===== config.mk =====
export PLATFORM = sky130hd
export DESIGN_NAME = pack_stage_arbiter
export DESIGN_NICKNAME = d
export VERILOG_FILES = /design/src/rtl/pack_stage_arbiter.sv
export SDC_FILE = /design/constraint.sdc
export NUM_CORES = 1
export LEC_CHECK = 0
export CORE_AREA = 2 2 214 216
export CTS_BUF_LIST = sky130_fd_sc_hd__clkbuf_8
export DETAILED_ROUTE_END_ITERATION = 16
export DIE_AREA = 0 0 216 218
export PLACE_DENSITY = 0.62
export SKIP_CTS_REPAIR_TIMING = 1
export SYNTH_ARGS = -nofsm -noshare
export SYNTH_HDL_FRONTEND = slang
export SYNTH_SLANG_ARGS = --single-unit

===== constraint.sdc =====
create_clock -name clock -period 18.7 [get_ports clock]
set_input_delay 2.805 -clock clock [delete_from_list [all_inputs] [get_ports clock]]
set_output_delay 2.805 -clock clock [all_outputs]
set_load 0.03 [all_outputs]

===== src/rtl/pack_stage_arbiter.sv =====
// ---------------------------------------------------------------------------
// pack_stage_arbiter
//
// Two-requester front end for the pack stage. Each requester (A, B) owns a
// one-entry holding buffer. Full buffers are granted round-robin whenever
// the downstream is not stalled. The granted operand set is registered
// onto the pack-stage outputs. A short source pipeline tracks which
// requester owns each in-flight set, so the pack stage's done_in can be
// routed back as resp_done_a / resp_done_b.
//
// Ports
//   clock, reset                  clock and asynchronous active-high reset
//   req_valid_x / req_ready_x     offer handshake per requester (x = a, b)
//   req_idle_x, req_zout_x,       operand set offered by requester x
//   req_product_x, req_tag_x,
//   req_z_x
//   stall                         downstream stall; no issue while high
//   idle_out, zout_out,           registered operand set to the pack stage
//   productout_out, InsTag_out,
//   z_out, ScaleValid_out
//   done_in                       pack stage done, PACK_LATENCY after issue
//   resp_done_x                   one-cycle completion pulse to requester x
//   issue_count_x                 wrapping 16-bit count of issues per requester
//   err_unexpected_done           sticky done/pipeline disagreement flag
// ---------------------------------------------------------------------------
module pack_stage_arbiter #(
  parameter int PACK_LATENCY = 1
) (
  input  logic        clock,
  input  logic        reset,

  input  logic        req_valid_a,
  output logic        req_ready_a,
  input  logic        req_idle_a,
  input  logic [32:0] req_zout_a,
  input  logic [49:0] req_product_a,
  input  logic [7:0]  req_tag_a,
  input  logic [31:0] req_z_a,

  input  logic        req_valid_b,
  output logic        req_ready_b,
  input  logic        req_idle_b,
  input  logic [32:0] req_zout_b,
  input  logic [49:0] req_product_b,
  input  logic [7:0]  req_tag_b,
  input  logic [31:0] req_z_b,

  input  logic        stall,

  output logic        idle_out,
  output logic [32:0] zout_out,
  output logic [49:0] productout_out,
  output logic [7:0]  InsTag_out,
  output logic [31:0] z_out,
  output logic        ScaleValid_out,

  input  logic        done_in,
  output logic        resp_done_a,
  output logic        resp_done_b,
  output logic [15:0] issue_count_a,
  output logic [15:0] issue_count_b,
  output logic        err_unexpected_done
);

  typedef struct packed {
    logic        idle;
    logic [32:0] zout;
    logic [49:0] product;
    logic [7:0]  tag;
    logic [31:0] z;
  } opset_t;

  // Idle output with cleared data fields.
  localparam opset_t OUT_RESET = opset_t'{1'b1, 33'd0, 50'd0, 8'd0, 32'd0};

  // Source encoding used by last_grant and the source pipeline.
  localparam logic SRC_A = 1'b0;
  localparam logic SRC_B = 1'b1;

  // -------------------------------------------------------------------------
  // Requester-indexed views of the offer ports (index 0 = A, 1 = B).
  // -------------------------------------------------------------------------
  logic [1:0] offer_valid;
  opset_t     offer [2];

  assign offer_valid[0] = req_valid_a;
  assign offer_valid[1] = req_valid_b;
  assign offer[0] = opset_t'{req_idle_a, req_zout_a, req_product_a, req_tag_a, req_z_a};
  assign offer[1] = opset_t'{req_idle_b, req_zout_b, req_product_b, req_tag_b, req_z_b};

  // -------------------------------------------------------------------------
  // Grant selection.
  // With both buffers full the requester not granted last wins; with one
  // full it wins regardless of last_grant. Nothing is granted under stall.
  // -------------------------------------------------------------------------
  logic [1:0] full_reg;
  opset_t     buf_reg [2];
  logic [1:0] grant;
  logic [1:0] ready;
  logic [1:0] accept;
  logic       last_grant_reg;

  always_comb begin
    grant = 2'b00;
    if (!stall) begin
      if (full_reg == 2'b11) begin
        grant = (last_grant_reg == SRC_B) ? 2'b01 : 2'b10;
      end else begin
        grant = full_reg;
      end
    end
  end

  // A buffer being drained this cycle can take a new offer at the same edge,
  // which is what lets a single requester stream at one issue per cycle.
  assign ready  = ~full_reg | grant;
  assign accept = offer_valid & ready;

  assign req_ready_a = ready[0];
  assign req_ready_b = ready[1];

  // -------------------------------------------------------------------------
  // Holding buffers, one per requester.
  // -------------------------------------------------------------------------
  generate
    for (genvar gi = 0; gi < 2; gi++) begin : g_buf
      logic   full_r;
      opset_t data_r;

      always_ff @(posedge clock or posedge reset) begin
        if (reset) begin
          full_r <= 1'b0;
          data_r <= '0;
        end else if (accept[gi]) begin
          // A new offer replaces a set that is leaving this edge.
          full_r <= 1'b1;
          data_r <= offer[gi];
        end else if (grant[gi]) begin
          full_r <= 1'b0;
        end
      end

      assign full_reg[gi] = full_r;
      assign buf_reg[gi]  = data_r;
    end
  endgenerate

  // -------------------------------------------------------------------------
  // Issue registers, round-robin state and per-requester issue counters.
  // -------------------------------------------------------------------------
  logic       any_grant;
  logic       issue_src;
  opset_t     issue_set;
  opset_t     out_reg;
  logic       scale_valid_reg;
  logic       out_src_reg;
  logic [15:0] count_a_reg;
  logic [15:0] count_b_reg;

  assign any_grant = |grant;
  assign issue_src = grant[1] ? SRC_B : SRC_A;
  assign issue_set = grant[1] ? buf_reg[1] : buf_reg[0];

  always_ff @(posedge clock or posedge reset) begin
    if (reset) begin
      out_reg         <= OUT_RESET;
      scale_valid_reg <= 1'b0;
      out_src_reg     <= SRC_A;
      last_grant_reg  <= SRC_B;
      count_a_reg     <= 16'd0;
      count_b_reg     <= 16'd0;
    end else if (any_grant) begin
      out_reg         <= issue_set;
      scale_valid_reg <= 1'b1;
      out_src_reg     <= issue_src;
      last_grant_reg  <= issue_src;
      if (issue_src == SRC_A) begin
        count_a_reg <= count_a_reg + 16'd1;
      end else begin
        count_b_reg <= count_b_reg + 16'd1;
      end
    end else begin
      // Bubble: data fields hold their last issued values.
      scale_valid_reg <= 1'b0;
      out_reg.idle    <= 1'b1;
    end
  end

  assign idle_out       = out_reg.idle;
  assign zout_out       = out_reg.zout;
  assign productout_out = out_reg.product;
  assign InsTag_out     = out_reg.tag;
  assign z_out          = out_reg.z;
  assign ScaleValid_out = scale_valid_reg;
  assign issue_count_a  = count_a_reg;
  assign issue_count_b  = count_b_reg;

  // -------------------------------------------------------------------------
  // Source pipeline. It shifts every cycle, stall or not, because the pack
  // stage's done timing is fixed relative to ScaleValid_out. The last stage
  // lines up with the cycle done_in is expected for that set.
  // -------------------------------------------------------------------------
  logic [PACK_LATENCY-1:0] pipe_valid_reg;
  logic [PACK_LATENCY-1:0] pipe_src_reg;
  logic [PACK_LATENCY-1:0] pipe_valid_next;
  logic [PACK_LATENCY-1:0] pipe_src_next;

  generate
    for (genvar gi = 0; gi < PACK_LATENCY; gi++) begin : g_pipe
      if (gi == 0) begin : g_head
        assign pipe_valid_next[gi] = scale_valid_reg;
        assign pipe_src_next[gi]   = out_src_reg;
      end else begin : g_body
        assign pipe_valid_next[gi] = pipe_valid_reg[gi-1];
        assign pipe_src_next[gi]   = pipe_src_reg[gi-1];
      end
    end
  endgenerate

  always_ff @(posedge clock or posedge reset) begin
    if (reset) begin
      pipe_valid_reg <= '0;
      pipe_src_reg   <= '0;
    end else begin
      pipe_valid_reg <= pipe_valid_next;
      pipe_src_reg   <= pipe_src_next;
    end
  end

  // -------------------------------------------------------------------------
  // Completion routing. A done with nothing due, or a due set without its
  // done, is an error. In the second case the completion is dropped.
  // -------------------------------------------------------------------------
  logic last_valid;
  logic last_src;
  logic resp_a_reg;
  logic resp_b_reg;
  logic err_reg;

  assign last_valid = pipe_valid_reg[PACK_LATENCY-1];
  assign last_src   = pipe_src_reg[PACK_LATENCY-1];

  always_ff @(posedge clock or posedge reset) begin
    if (reset) begin
      resp_a_reg <= 1'b0;
      resp_b_reg <= 1'b0;
      err_reg    <= 1'b0;
    end else begin
      resp_a_reg <= done_in & last_valid & (last_src == SRC_A);
      resp_b_reg <= done_in & last_valid & (last_src == SRC_B);
      if (done_in ^ last_valid) begin
        err_reg <= 1'b1;
      end
    end
  end

  assign resp_done_a         = resp_a_reg;
  assign resp_done_b         = resp_b_reg;
  assign err_unexpected_done = err_reg;

endmodule


# [After elaboration in Yosys (flattened, before gate mapping)]
# Index checks and enable logic that the tools add are counted.
[word_totals] ff_bits=414 wordCells=55
[classes] addsub=2 n_eq_ne=1 muxes=11 n_bitwise=9 reduce_logical=5
[op_table] op="2-to-1 mux 124 bit" count=1
[op_table] op="adder 16 x 1 -> 16 bit, second input constant" count=2
[op_table] op="2-to-1 mux 1 bit" count=7
[op_table] op="2-to-1 mux 2 bit" count=3
[op_table] op="AND reduction 2 bit" count=2
[op_table] op="nonzero test 2 bit" count=2
[op_table] op="bitwise AND 1 bit" count=3
[op_table] op="bitwise AND 2 bit" count=1
[op_table] op="equality test 2 bit, second input constant" count=1
[op_table] op="inverter 1 bit" count=2
[op_table] op="inverter 2 bit" count=1
[op_table] op="OR 2 bit" count=1
[op_table] op="OR reduction 2 bit" count=1
[op_table] op="XOR 1 bit" count=1

# [Logic depth before layout (Yosys ltp)]
[logic_depth] word_depth=6 mapped_depth=7

# [Worst setup path after synthesis]
# No wires, ideal clock.
[synth_timing] path_type="input to output" start="in stall" end="out req_ready_b" t_arrival_ns=3.206 required_ns=15.895 setup_slack_ns=12.689 stages=2 n_path_buf=0 path_cell_list="a21o_1 -> nand2_1"
[synth_via] elab_chain_cells=2
[synth_lines] item="start: declaration" line_no="48" rtl="input logic stall,"
[synth_lines] item="2-to-1 mux 2 bit" line_no="105" rtl="if (!stall) begin"
[synth_lines] item="OR 2 bit" line_no="116" rtl="assign ready = ~full_reg | grant;"
[synth_lines] item="end: declaration" line_no="41" rtl="output logic req_ready_b,"
# Every way passes these cells.

# [Final worst setup path]
# Ends and elaborated chain as after synthesis.

==> results.py <==
metrics = {
    "timing": {
        "drv_slew": 0,
        "layout_worst_path_cycle_share": 0.398,
        "clk_skew_ns": 0.0181,
        "tns_ns": 0,
        "final.min_clock_period_ns": 7.43,
        "hold_violations": 0,
        "finalSetupViolations": 0,
        "fmaxAchievable_mhz": 135,
        "rsz0062_at_grt": "false",
        "actual_transition_at_the_worst_max_transition_pin_ns": 1.15,
        "max_slew_margin": 0.232,
    },
    "synthesis": {
        "ys_top_cells_by_count": "sky130_fd_sc_hd__dfrtp_1 (412), sky130_fd_sc_hd__mux2_2 (206), sky130_fd_sc_hd__inv_1 (126), sky130_fd_sc_hd__a222oi_1 (123), sky130_fd_sc_hd__mux2_1 (43)",
        "yosysWarningCount": 0,
        "synthArstFlopShare": 1.00,
        "mappedNetlistNets": 1350,
        "synth-main-ff-cell": "sky130_fd_sc_hd__dfrtp_1",
        "synth.yosys.seq_area_share": 0.648,
        "syn-instance-count": 1093,
        "synth_area_leaders": "sky130_fd_sc_hd__dfrtp_1 (65%), sky130_fd_sc_hd__mux2_2 (15%), sky130_fd_sc_hd__a222oi_1 (7.7%), sky130_fd_sc_hd__mux2_1 (3.0%), sky130_fd_sc_hd__inv_1 (3.0%)",
        "synth.top_cell.area_share": 0.645,
        "synthMostInstantiatedCell": "sky130_fd_sc_hd__dfrtp_1",
        "synth_enable_flop_cells": 0,
        "ys_seq_elements": 414,
        "yosys.area.top_type": "sky130_fd_sc_hd__dfrtp_1",
        "synthesis.area_per_instance_um2": 14.6,
        "yosys.cell_types.count": 32,
        "netlist_area_um2": 16000,
    },
    "pwr": {
        "comb_power_share": 0.312,
        "switching_share": 0.330,
        "p_int_mw": 2.08,
        "seqPwrFrac": 0.428,
        "peak_ir_drop_on_the_vdd_network_mv": 0.0718,
        "p_clk_frac": 0.260,
        "leakagePower_nw": 9.82,
        "p_sw_mw": 1.03,
        "p_per_area_nw_per_um2": 141,
    },
    "placed_design": {
        "half_perimeter_wire_length_after_detailed_placement_mm": 27.4,
        "io_buffer_count": 415,
        "globalplace.congestion": 0.763,
    },
    "worst_setup_path": {
        "critPathCaptureType": "output pin",
        "type_of_origin_of_the_critical_path": "input pin",
        "critPathRequiredTime_ns": 15.89,
        "worst-endpoint-arrival_ns": 4.63,
        "critPathKind": "input pin to output pin",
        "maximum_fanout_along_the_worst_path": 7,
    },
    "cts": {
        "clkLatencyLatePin_ns": 0.63,
        "tritoncts": "yes",
        "cts_buffers": 75,
        "clk_pin_slew_worst_paths_ns": 0.06,
        "number_of_h_tree_levels": 3,
        "cts_root_buffer": "sky130_fd_sc_hd__clkbuf_8",
        "clkSinkCount": 414,
        "clock_path_buffers": 3,
    },
    "die": {
        "die-width_um": 216,
        "fp.dieArea_um2": 47100,
        "die_y_um": 218,
        "floorplan.io_pins": 416,
        "rows": 78,
        "floorplan.initialDensity": 0.356,
        "design.core.area_um2": 44900,
    },
    "final_layout": {
        "largest_register_ffs": 248,
        "post_route_cells_drive_above_1_share": 0.205,
        "num_antenna_cells": 0,
        "post-route-util": 0.490,
        "design.final.nets": 1783,
        "syn_to_final_growth_pct": 37.6,
    },
    "global_route": {
        "grt_start_max_net_pins": 132,
        "grt_first_pass_wirelength_mm": 68.0,
        "gr-usage-all-layers": 0.186,
        "grt_overflow": 0,
        "first_global_vias": 11500,
        "grt_antenna_before_repair": 1,
    },
    "routing": {
        "antenna_left": 0,
        "detailroute.via_count": 10900,
        "totalWireLength_mm": 44.1,
        "route.detailed.drc": 0,
        "drt_first_iter_violations": 992,
        "wire_per_inst_um": 20.3,
        "drtPass1Iterations": 6,
        "route.detailed.vias_per_inst": 5.02,
    },
    "worst_hold_path": {
        "class_of_the_tightest_hold_or_removal_check": "register to register",
    },
    "run": {
        "maxCapViolations": 0,
    },
    "outcome": {
        "status": "finished clean",
    },
}
-- routing by layer --
metal  vias to the layer above  track usage  part of all wire
met4                         2       0.0699             0.033
met1                      5566        0.236              0.42
li1                       4840            -                 -
met5                         -            0           0.00025
met3                       100       0.0647             0.077
met2                       375        0.295              0.47
-- kinds of logic after synthesis --
| family | after synthesis | synth area share |
|---|---|---|
| and+or+nand+nor | 76 | 0.0240 |
| xor gates and xnor gates | 30 | 0.0164 |
| AOI/OAI and AO/OA | 127 | 0.0789 |
| buffers and inverters | 194 | 0.0544 |
| muxes | 249 | 0.175 |
| DFF | 414 | 0.648 |
| adders and majority gates | 3 | 0.00235 |
-- power groups by stage --
stage | sequential [mW] | clock, mW | combinational [mW]
2_1_floorplan | 1.54 | 0 | 0.362
3_3_place_gp | 1.33 | 0 | 0.967
3_5_place_dp | 1.35 | 0 | 0.983
4_1_cts | 1.33 | 0.836 | 0.988
5_1_grt | 1.37 | 0.877 | 1.03
6_report | 1.33 | 0.807 | 0.971
-- path summary, 6_finish.rpt --
path | startpoint | endpoint | slack, ns | depth (start not counted)
max | stall | req_ready_b | 11.27 | 4
min | out_src_reg$_DFFE_PP0P_ | last_src$_DFF_PP0_ | 0.38 | 0
max reg2reg | g_buf[0].full_r$_DFFE_PP0P_ | buf_reg[22]$_DFFE_PP0P_ | 15.50 | 5
min reg2reg | out_src_reg$_DFFE_PP0P_ | last_src$_DFF_PP0_ | 0.38 | 0
max in group asynchronous | reset | buf_reg[24]$_DFFE_PP0P_ | 13.64 | 4
min in group asynchronous | reset | buf_reg[71]$_DFFE_PP0P_ | 2.79 | 2
-- worst max-delay path: stages --
cell	delay (ns)
sky130_fd_sc_hd__clkdlybuf4s50_1	0.63
sky130_fd_sc_hd__a21o_1	0.27
sky130_fd_sc_hd__nand2_1	0.16
sky130_fd_sc_hd__clkdlybuf4s50_1	0.75
-- metrics by stage --
step | instance area (um^2) | hold WS (ns) | power (mW) | cells | setup slack, ns
finish | 22000 | 0.381 | 3.11 | 2170 | 11.27
global route | 22000 | 0.396 | 3.28 | 2170 | 11.13
CTS | 22000 | 0.382 | 3.16 | 2170 | 11.22
detailed placement | 20600 | 0.368 | 2.33 | 2049 | 11.24
global placement | 20600 | 0.363 | 2.30 | 2049 | 11.25
floorplan | 16000 | 0.354 | 1.91 | 1093 | 4.38
-- cell usage in the layout, fill, tap and decap left out, types with 6 or more instances in the layout --
cell type | synthesis | final
sky130_fd_sc_hd__xnor2_1 | 21 | 21
sky130_fd_sc_hd__a222oi_1 | 123 | 123
sky130_fd_sc_hd__nor2_1 | 6 | 6
sky130_fd_sc_hd__mux2_2 | 206 | 206
sky130_fd_sc_hd__nor3_1 | 7 | 7
sky130_fd_sc_hd__xor2_1 | 9 | 9
sky130_fd_sc_hd__nand2_1 | 25 | 24
sky130_fd_sc_hd__and3_1 | 7 | 7
sky130_fd_sc_hd__clkdlybuf4s50_1 | 0 | 415
sky130_fd_sc_hd__buf_4 | 14 | 9
sky130_fd_sc_hd__dfrtp_1 | 412 | 412
sky130_fd_sc_hd__inv_1 | 126 | 150
sky130_fd_sc_hd__nand3_1 | 7 | 7
sky130_fd_sc_hd__mux2_1 | 43 | 43
sky130_fd_sc_hd__nand4_1 | 10 | 10
sky130_fd_sc_hd__clkbuf_8 | 0 | 90
-- layout make-up --
class	count	area (um^2)
clock buffers	90	1240
clock inverters	31	155
fillers	3995	22900
inverters	126	480
multi-input cells	485	4780
flip-flops and latches	414	10400
well taps	600	751
repair buffers	424	4220
(Power assumes the default switching activity.)
